**config.mk**
```make
export PLATFORM = sky130hd
export DESIGN_NAME = window3x3_gen
export DESIGN_NICKNAME = d
export VERILOG_FILES = /design/src/rtl/window3x3_gen_pkg.sv /design/src/rtl/window3x3_gen_line_buffer2.sv /design/src/rtl/window3x3_gen.sv
export SDC_FILE = /design/constraint.sdc
export NUM_CORES = 1
export LEC_CHECK = 0
export BUFFER_PORTS_ARGS = -buffer_cell sky130_fd_sc_hd__buf_4
export CAP_MARGIN = 20
export CORE_UTILIZATION = 59
export DETAILED_ROUTE_END_ITERATION = 10
export PLACE_DENSITY = 0.79
export SYNTH_ARGS = -nofsm -noshare
export SYNTH_HDL_FRONTEND = slang
export SYNTH_SLANG_ARGS = --single-unit
export TNS_END_PERCENT = 50
```
**constraint.sdc**
```tcl
create_clock -name clk -period 5.1 [get_ports clk]
set_clock_uncertainty 0.2 [all_clocks]
set_input_delay 1.02 -clock clk [delete_from_list [all_inputs] [get_ports clk]]
set_output_delay 1.02 -clock clk [all_outputs]
set_load 0.03 [all_outputs]
```
**src/rtl/window3x3_gen_pkg.sv**
```systemverilog
// Shared widths, window tap layout and FSM encoding for the 3x3 window generator.
package window3x3_gen_pkg;

    // Default pixel width and the packed 3x3 matrix width consumed by filter3x3
    localparam int unsigned IMG_DATA_WIDTH        = 8;
    localparam int unsigned IMG_DATA_MATRIX_WIDTH = 9 * IMG_DATA_WIDTH;

    // Tap LSB offsets for the default width: TAP_rc is row r, column c (row-major, TAP_00 at the MSBs)
    localparam int unsigned TAP_00 = 8 * IMG_DATA_WIDTH;
    localparam int unsigned TAP_01 = 7 * IMG_DATA_WIDTH;
    localparam int unsigned TAP_02 = 6 * IMG_DATA_WIDTH;
    localparam int unsigned TAP_10 = 5 * IMG_DATA_WIDTH;
    localparam int unsigned TAP_11 = 4 * IMG_DATA_WIDTH;
    localparam int unsigned TAP_12 = 3 * IMG_DATA_WIDTH;
    localparam int unsigned TAP_20 = 2 * IMG_DATA_WIDTH;
    localparam int unsigned TAP_21 = 1 * IMG_DATA_WIDTH;
    localparam int unsigned TAP_22 = 0;

    // FILL while rows 0-1 prime the line buffers, RUN once full 3-row neighbourhoods exist
    typedef enum logic {
        FILL = 1'b0,
        RUN  = 1'b1
    } state_t;

    // LSB of tap (r,c) inside a packed window of pixel width dw
    function automatic int unsigned tap_lsb(input int unsigned r, input int unsigned c,
                                            input int unsigned dw);
        return (8 - (r * 3 + c)) * dw;
    endfunction

endpackage

```
**src/rtl/window3x3_gen_line_buffer2.sv**
```systemverilog
// Two stacked line buffers sharing one column index; read-before-write on we.
module window3x3_gen_line_buffer2 #(
    parameter int unsigned DATA_WIDTH = 8,
    parameter int unsigned DEPTH      = 8,
    parameter int unsigned IW         = (DEPTH > 1) ? $clog2(DEPTH) : 1
) (
    input  logic                  clk,
    input  logic                  we,
    input  logic [IW-1:0]         idx,
    input  logic [DATA_WIDTH-1:0] wdata,
    output logic [DATA_WIDTH-1:0] top_rd,
    output logic [DATA_WIDTH-1:0] mid_rd
);

    logic [DATA_WIDTH-1:0] lb_top [0:DEPTH-1];
    logic [DATA_WIDTH-1:0] lb_mid [0:DEPTH-1];

    // Combinational read returns the pre-write contents of the column
    assign top_rd = lb_top[idx];
    assign mid_rd = lb_mid[idx];

    // Push the column up one line: mid moves to top, the new pixel lands in mid
    always_ff @(posedge clk) begin
        if (we) begin
            lb_top[idx] <= lb_mid[idx];
            lb_mid[idx] <= wdata;
        end
    end

endmodule

```
**src/rtl/window3x3_gen.sv**
```systemverilog
// Raster-stream 3x3 window producer feeding filter3x3; emits interior windows only.
module window3x3_gen
    import window3x3_gen_pkg::*;
#(
    parameter int unsigned DATA_WIDTH = IMG_DATA_WIDTH,
    parameter int unsigned IMG_W      = 8,
    parameter int unsigned IMG_H      = 8
) (
    input  logic                    clk,
    input  logic                    rst,
    input  logic                    in_valid,
    output logic                    in_ready,
    input  logic [DATA_WIDTH-1:0]   in_pixel,
    output logic                    out_valid,
    input  logic                    out_ready,
    output logic [9*DATA_WIDTH-1:0] out_window,
    output logic                    frame_done
);

    localparam int unsigned CW = (IMG_W > 1) ? $clog2(IMG_W) : 1;
    localparam int unsigned RW = (IMG_H > 1) ? $clog2(IMG_H) : 1;
    localparam int unsigned MW = 9 * DATA_WIDTH;

    state_t                  state;
    logic [CW-1:0]           col;
    logic [RW-1:0]           row;
    logic [DATA_WIDTH-1:0]   win    [0:2][0:2];
    logic [DATA_WIDTH-1:0]   nw     [0:2][0:2];
    logic [MW-1:0]           nw_packed;
    logic [DATA_WIDTH-1:0]   lb_top_rd;
    logic [DATA_WIDTH-1:0]   lb_mid_rd;
    logic                    accept;
    logic                    taken;
    logic                    col_last;
    logic                    row_last;
    logic                    emit;

    // Stall the input only while a window is held waiting for downstream
    assign in_ready = !(out_valid && !out_ready);
    assign accept   = in_valid && in_ready;
    assign taken    = out_valid && out_ready;
    assign col_last = (col == CW'(IMG_W - 1));
    assign row_last = (row == RW'(IMG_H - 1));
    assign emit     = accept && (state == RUN) && (col >= CW'(2));

    window3x3_gen_line_buffer2 #(
        .DATA_WIDTH (DATA_WIDTH),
        .DEPTH      (IMG_W),
        .IW         (CW)
    ) u_lb (
        .clk    (clk),
        .we     (accept),
        .idx    (col),
        .wdata  (in_pixel),
        .top_rd (lb_top_rd),
        .mid_rd (lb_mid_rd)
    );

    // Next window: shift left one column, new column {top, mid, incoming} enters on the right
    always_comb begin
        for (int r = 0; r < 3; r++) begin
            for (int c = 0; c < 2; c++) begin
                nw[r][c] = win[r][c+1];
            end
        end
        nw[0][2] = lb_top_rd;
        nw[1][2] = lb_mid_rd;
        nw[2][2] = in_pixel;
    end

    // Pack the next window row-major with the top-left tap in the MSBs
    always_comb begin
        nw_packed = '0;
        for (int r = 0; r < 3; r++) begin
            for (int c = 0; c < 3; c++) begin
                nw_packed[tap_lsb(r, c, DATA_WIDTH) +: DATA_WIDTH] = nw[r][c];
            end
        end
    end

    // 3x3 window registers advance on every accepted pixel
    always_ff @(posedge clk or posedge rst) begin
        if (rst) begin
            for (int r = 0; r < 3; r++) begin
                for (int c = 0; c < 3; c++) begin
                    win[r][c] <= '0;
                end
            end
        end else if (accept) begin
            win <= nw;
        end
    end

    // Raster position counters and FILL/RUN control
    always_ff @(posedge clk or posedge rst) begin
        if (rst) begin
            col   <= '0;
            row   <= '0;
            state <= FILL;
        end else if (accept) begin
            if (col_last) begin
                col <= '0;
                row <= row_last ? '0 : row + RW'(1);
            end else begin
                col <= col + CW'(1);
            end
            case (state)
                FILL: if (col_last && (row == RW'(1)))  state <= RUN;
                RUN:  if (col_last && row_last)         state <= FILL;
                default:                                state <= FILL;
            endcase
        end
    end

    // Output window register: load on emit, drop once taken, otherwise hold
    always_ff @(posedge clk or posedge rst) begin
        if (rst) begin
            out_valid  <= 1'b0;
            frame_done <= 1'b0;
            out_window <= '0;
        end else if (emit) begin
            out_valid  <= 1'b1;
            frame_done <= col_last && row_last;
            out_window <= nw_packed;
        end else if (taken) begin
            out_valid  <= 1'b0;
            frame_done <= 1'b0;
        end
    end

endmodule

```
==> impl_metrics.env <==
export IMPL_status="completed"
export IMPL_coreArea_sq_um=16100
export IMPL_cts_tree="built"
export IMPL_place_area_sq_um=10700
export IMPL_tns_ns=0
export IMPL_nNetsFinal=724
export IMPL_viasPerCell=5.74
export IMPL_clock_path_buffers=3
export IMPL_die_w_um=131
export IMPL_synth_top_family_by_area="multiplexers"
export IMPL_slew_headroom=0.316
export IMPL_syn_nets=632
export IMPL_ant_nets=0
export IMPL_vias=5393
export IMPL_endpoint_kind="flip-flop"
export IMPL_power_frac_clock=0.240
export IMPL_antenna_cells=0
export IMPL_route_detailed_drc=0
export IMPL_startpoint_type="flip-flop"
export IMPL_synthMuxAreaShare=0.157
export IMPL_area_growth_pct=17.4
export IMPL_timing_critical_path_required_ns=5.30
export IMPL_hold_viol_final=0
export IMPL_initial_core_util=0.612
export IMPL_fin_crit_sh=0.677
export IMPL_cts_setup_buffers=0
export IMPL_place_detailed_hpwl_mm=11.7
export IMPL_synthAdderAreaFrac=0.00764
export IMPL_ys_ff_latch=257
export IMPL_syn_area_per_cell_sq_um=16.0
export IMPL_pwr_share_seq=0.429
export IMPL_syn_area_sq_um=9820
export IMPL_cts_resized=0
export IMPL_report_final_slew_viol_count=0
export IMPL_final_util=0.718
export IMPL_wl_mm=19.0
export IMPL_irDropWorstVdd_uv=297
export IMPL_grt_start_max_net_pins=68
export IMPL_rsz0062_at_grt="no"
export IMPL_cts_buffers=24
export IMPL_drv_cap=0
export IMPL_cts_clk_slew_worst_paths_ns=0.06
export IMPL_synth_xor_area_frac=0
export IMPL_fin_hold_ws_ns=0.276
export IMPL_worstPathArrival_ns=3.65
export IMPL_die_h_um=131
export IMPL_io_pins=87
export IMPL_cts_sinks=257
export IMPL_post_drt_wl_per_cell_um=20.2
export IMPL_synthDistinctLibCells=38
export IMPL_netlist_instances=614
export IMPL_grt_pass1_vias=5398
export IMPL_synth_simple_area_share=0.0655
export IMPL_finalInstanceArea_sq_um=11500
export IMPL_grt_pass1_wl_mm=29.9
export IMPL_reg2reg_setup_slack_ns=1.65
export IMPL_p_leak_nw=4.89
export IMPL_drive_gt1_frac=0.323
export IMPL_cts_root_buffer="clkbuf_16"
export IMPL_grt_use_total=0.237
export IMPL_antenna_found_initial=0
export IMPL_portBuffers=86
export IMPL_comb_power_share=0.332
export IMPL_h_tree_depth=1
export IMPL_worstHoldPathCells=2
export IMPL_std_cell_rows=46
export IMPL_critPathKind="flip-flop to flip-flop"
export IMPL_power_density_nw_per_um2=669
export IMPL_multi_input_area_sq_um=2550
export IMPL_finalCriticalPeriod_ns=3.45
export IMPL_path_max_fanout=47
export IMPL_swShare=0.344
export IMPL_ys_seq_area_frac=0.720
export IMPL_seqCellArea_sq_um=7070
export IMPL_yosysWarnings=0
export IMPL_synth_edf_count=128
export IMPL_ys_flop_type="dfrtp_1"
export IMPL_dieArea_sq_um=17200
export IMPL_p_int_mw=5.06
export IMPL_async_flop_share=0.502
export IMPL_layout_setup_ws_ns=1.65
export IMPL_rr_worst_depth=6
export IMPL_hold_class="flip-flop to flip-flop"
export IMPL_n_fill_cell=938
export IMPL_dp_cells=896
export IMPL_gr_total_overflow=0
export IMPL_total_power_mw=7.72
export IMPL_clock_fmax_mhz=290
export IMPL_clkLatencyLatePin_ns=0.52
export IMPL_drtPass1Iterations=4
export IMPL_final_cells=940
export IMPL_initialDrtViolationCount=501
export IMPL_place_ws_ns=1.50
export IMPL_worst_slew_pin_slew_ns=1.02
export IMPL_holdBufCountCts=0
export IMPL_p_switching_mw=2.66
export IMPL_routabilityCongestion=0.794
export IMPL_setup_violations=0
export IMPL_synth_compound_area_frac=0.0243
## cells by family (layout without fill, tap and decap cells)
| logic type | Yosys count | count (layout) |
|---|---|---|
| AOI/OAI and AO/OA | 43 | 43 |
| adders and majority gates | 6 | 6 |
| muxes | 105 | 105 |
| DFF | 257 | 257 |
| buffers and inverters | 43 | 153 |
| and+or+nand+nor | 160 | 160 |
## worst max-delay path, cell delays in order, from the launching register on
cell,delay (ns)
dfrtp_1,0.70
inv_2,0.40
ha_1,0.31
o31a_1,0.29
nand3_4,0.39
buf_4,0.59
mux2_2,0.41
## registers in the layout, indices dropped and copies added, names as in the netlist
signal / cells
col: 3
frame_done: 1
nw: 48
out_valid: 1
out_window: 72
row: 3
state: 1
u_lb.lb_mid: 64
u_lb.lb_top: 64
## layout by cell type (no fill, tap or decap), types with 3 or more instances in the layout
cell type,n
nor3_4,3
ha_1,6
mux2i_1,15
edfxtp_1,128
inv_1,8
nand2b_1,3
clkbuf_4,3
clkbuf_16,26
mux2_2,59
o21ai_1,14
mux4_2,22
nor2_1,3
nand2_1,138
buf_4,99
clkinv_2,5
o21ai_0,20
clkbuf_8,5
dfrtp_1,128
mux4_1,8
## power by group through the flow
stage	clock, mW	sequential [mW]	combinational [mW]
floorplan	0	3.71	1.27
global placement	0	3.30	2.47
detailed placement	0	3.34	2.55
global route	1.96	3.38	2.75
CTS	1.88	3.31	2.58
finish	1.85	3.31	2.56
## cell type report
cell class,instances,share of cell area
clock buffer,36,0.0651
sequential,257,0.613
timing repair buffer,99,0.0644
clock inverter,8,0.00879
multi-input combinational,314,0.222
tap,216,0.0234
inverter,10,0.00347
## path summary, 6_finish.rpt
path | start | to
worst max register to register | col[0] | out_window[18]
max in group asynchronous | rst | out_window[25]
worst min-delay path | nw[21] | nw[21]
worst min register to register | nw[21] | nw[21]
worst max-delay path | col[0] | out_window[18]
min in group asynchronous | rst | out_window[35]
## cell usage after synthesis (8+ instances only)
cell type / number / area, sq um
buf_2: 12 / 60.1
clkbuf_1: 10 / 37.5
dfrtp_1: 129 / 3230
edfxtp_1: 128 / 3840
inv_1: 9 / 33.8
mux2_2: 59 / 664
mux2i_1: 15 / 150
mux4_1: 8 / 210
mux4_2: 22 / 495
nand2_1: 139 / 522
o21ai_0: 20 / 100
o21ai_1: 14 / 70.1
## metal layers
metal  wire (um)  track usage
met1        8200        0.334
met2        9270        0.387
met3        1020       0.0301
met4         493       0.0859
met5           0            0
Power figures use the tool's default switching activity.
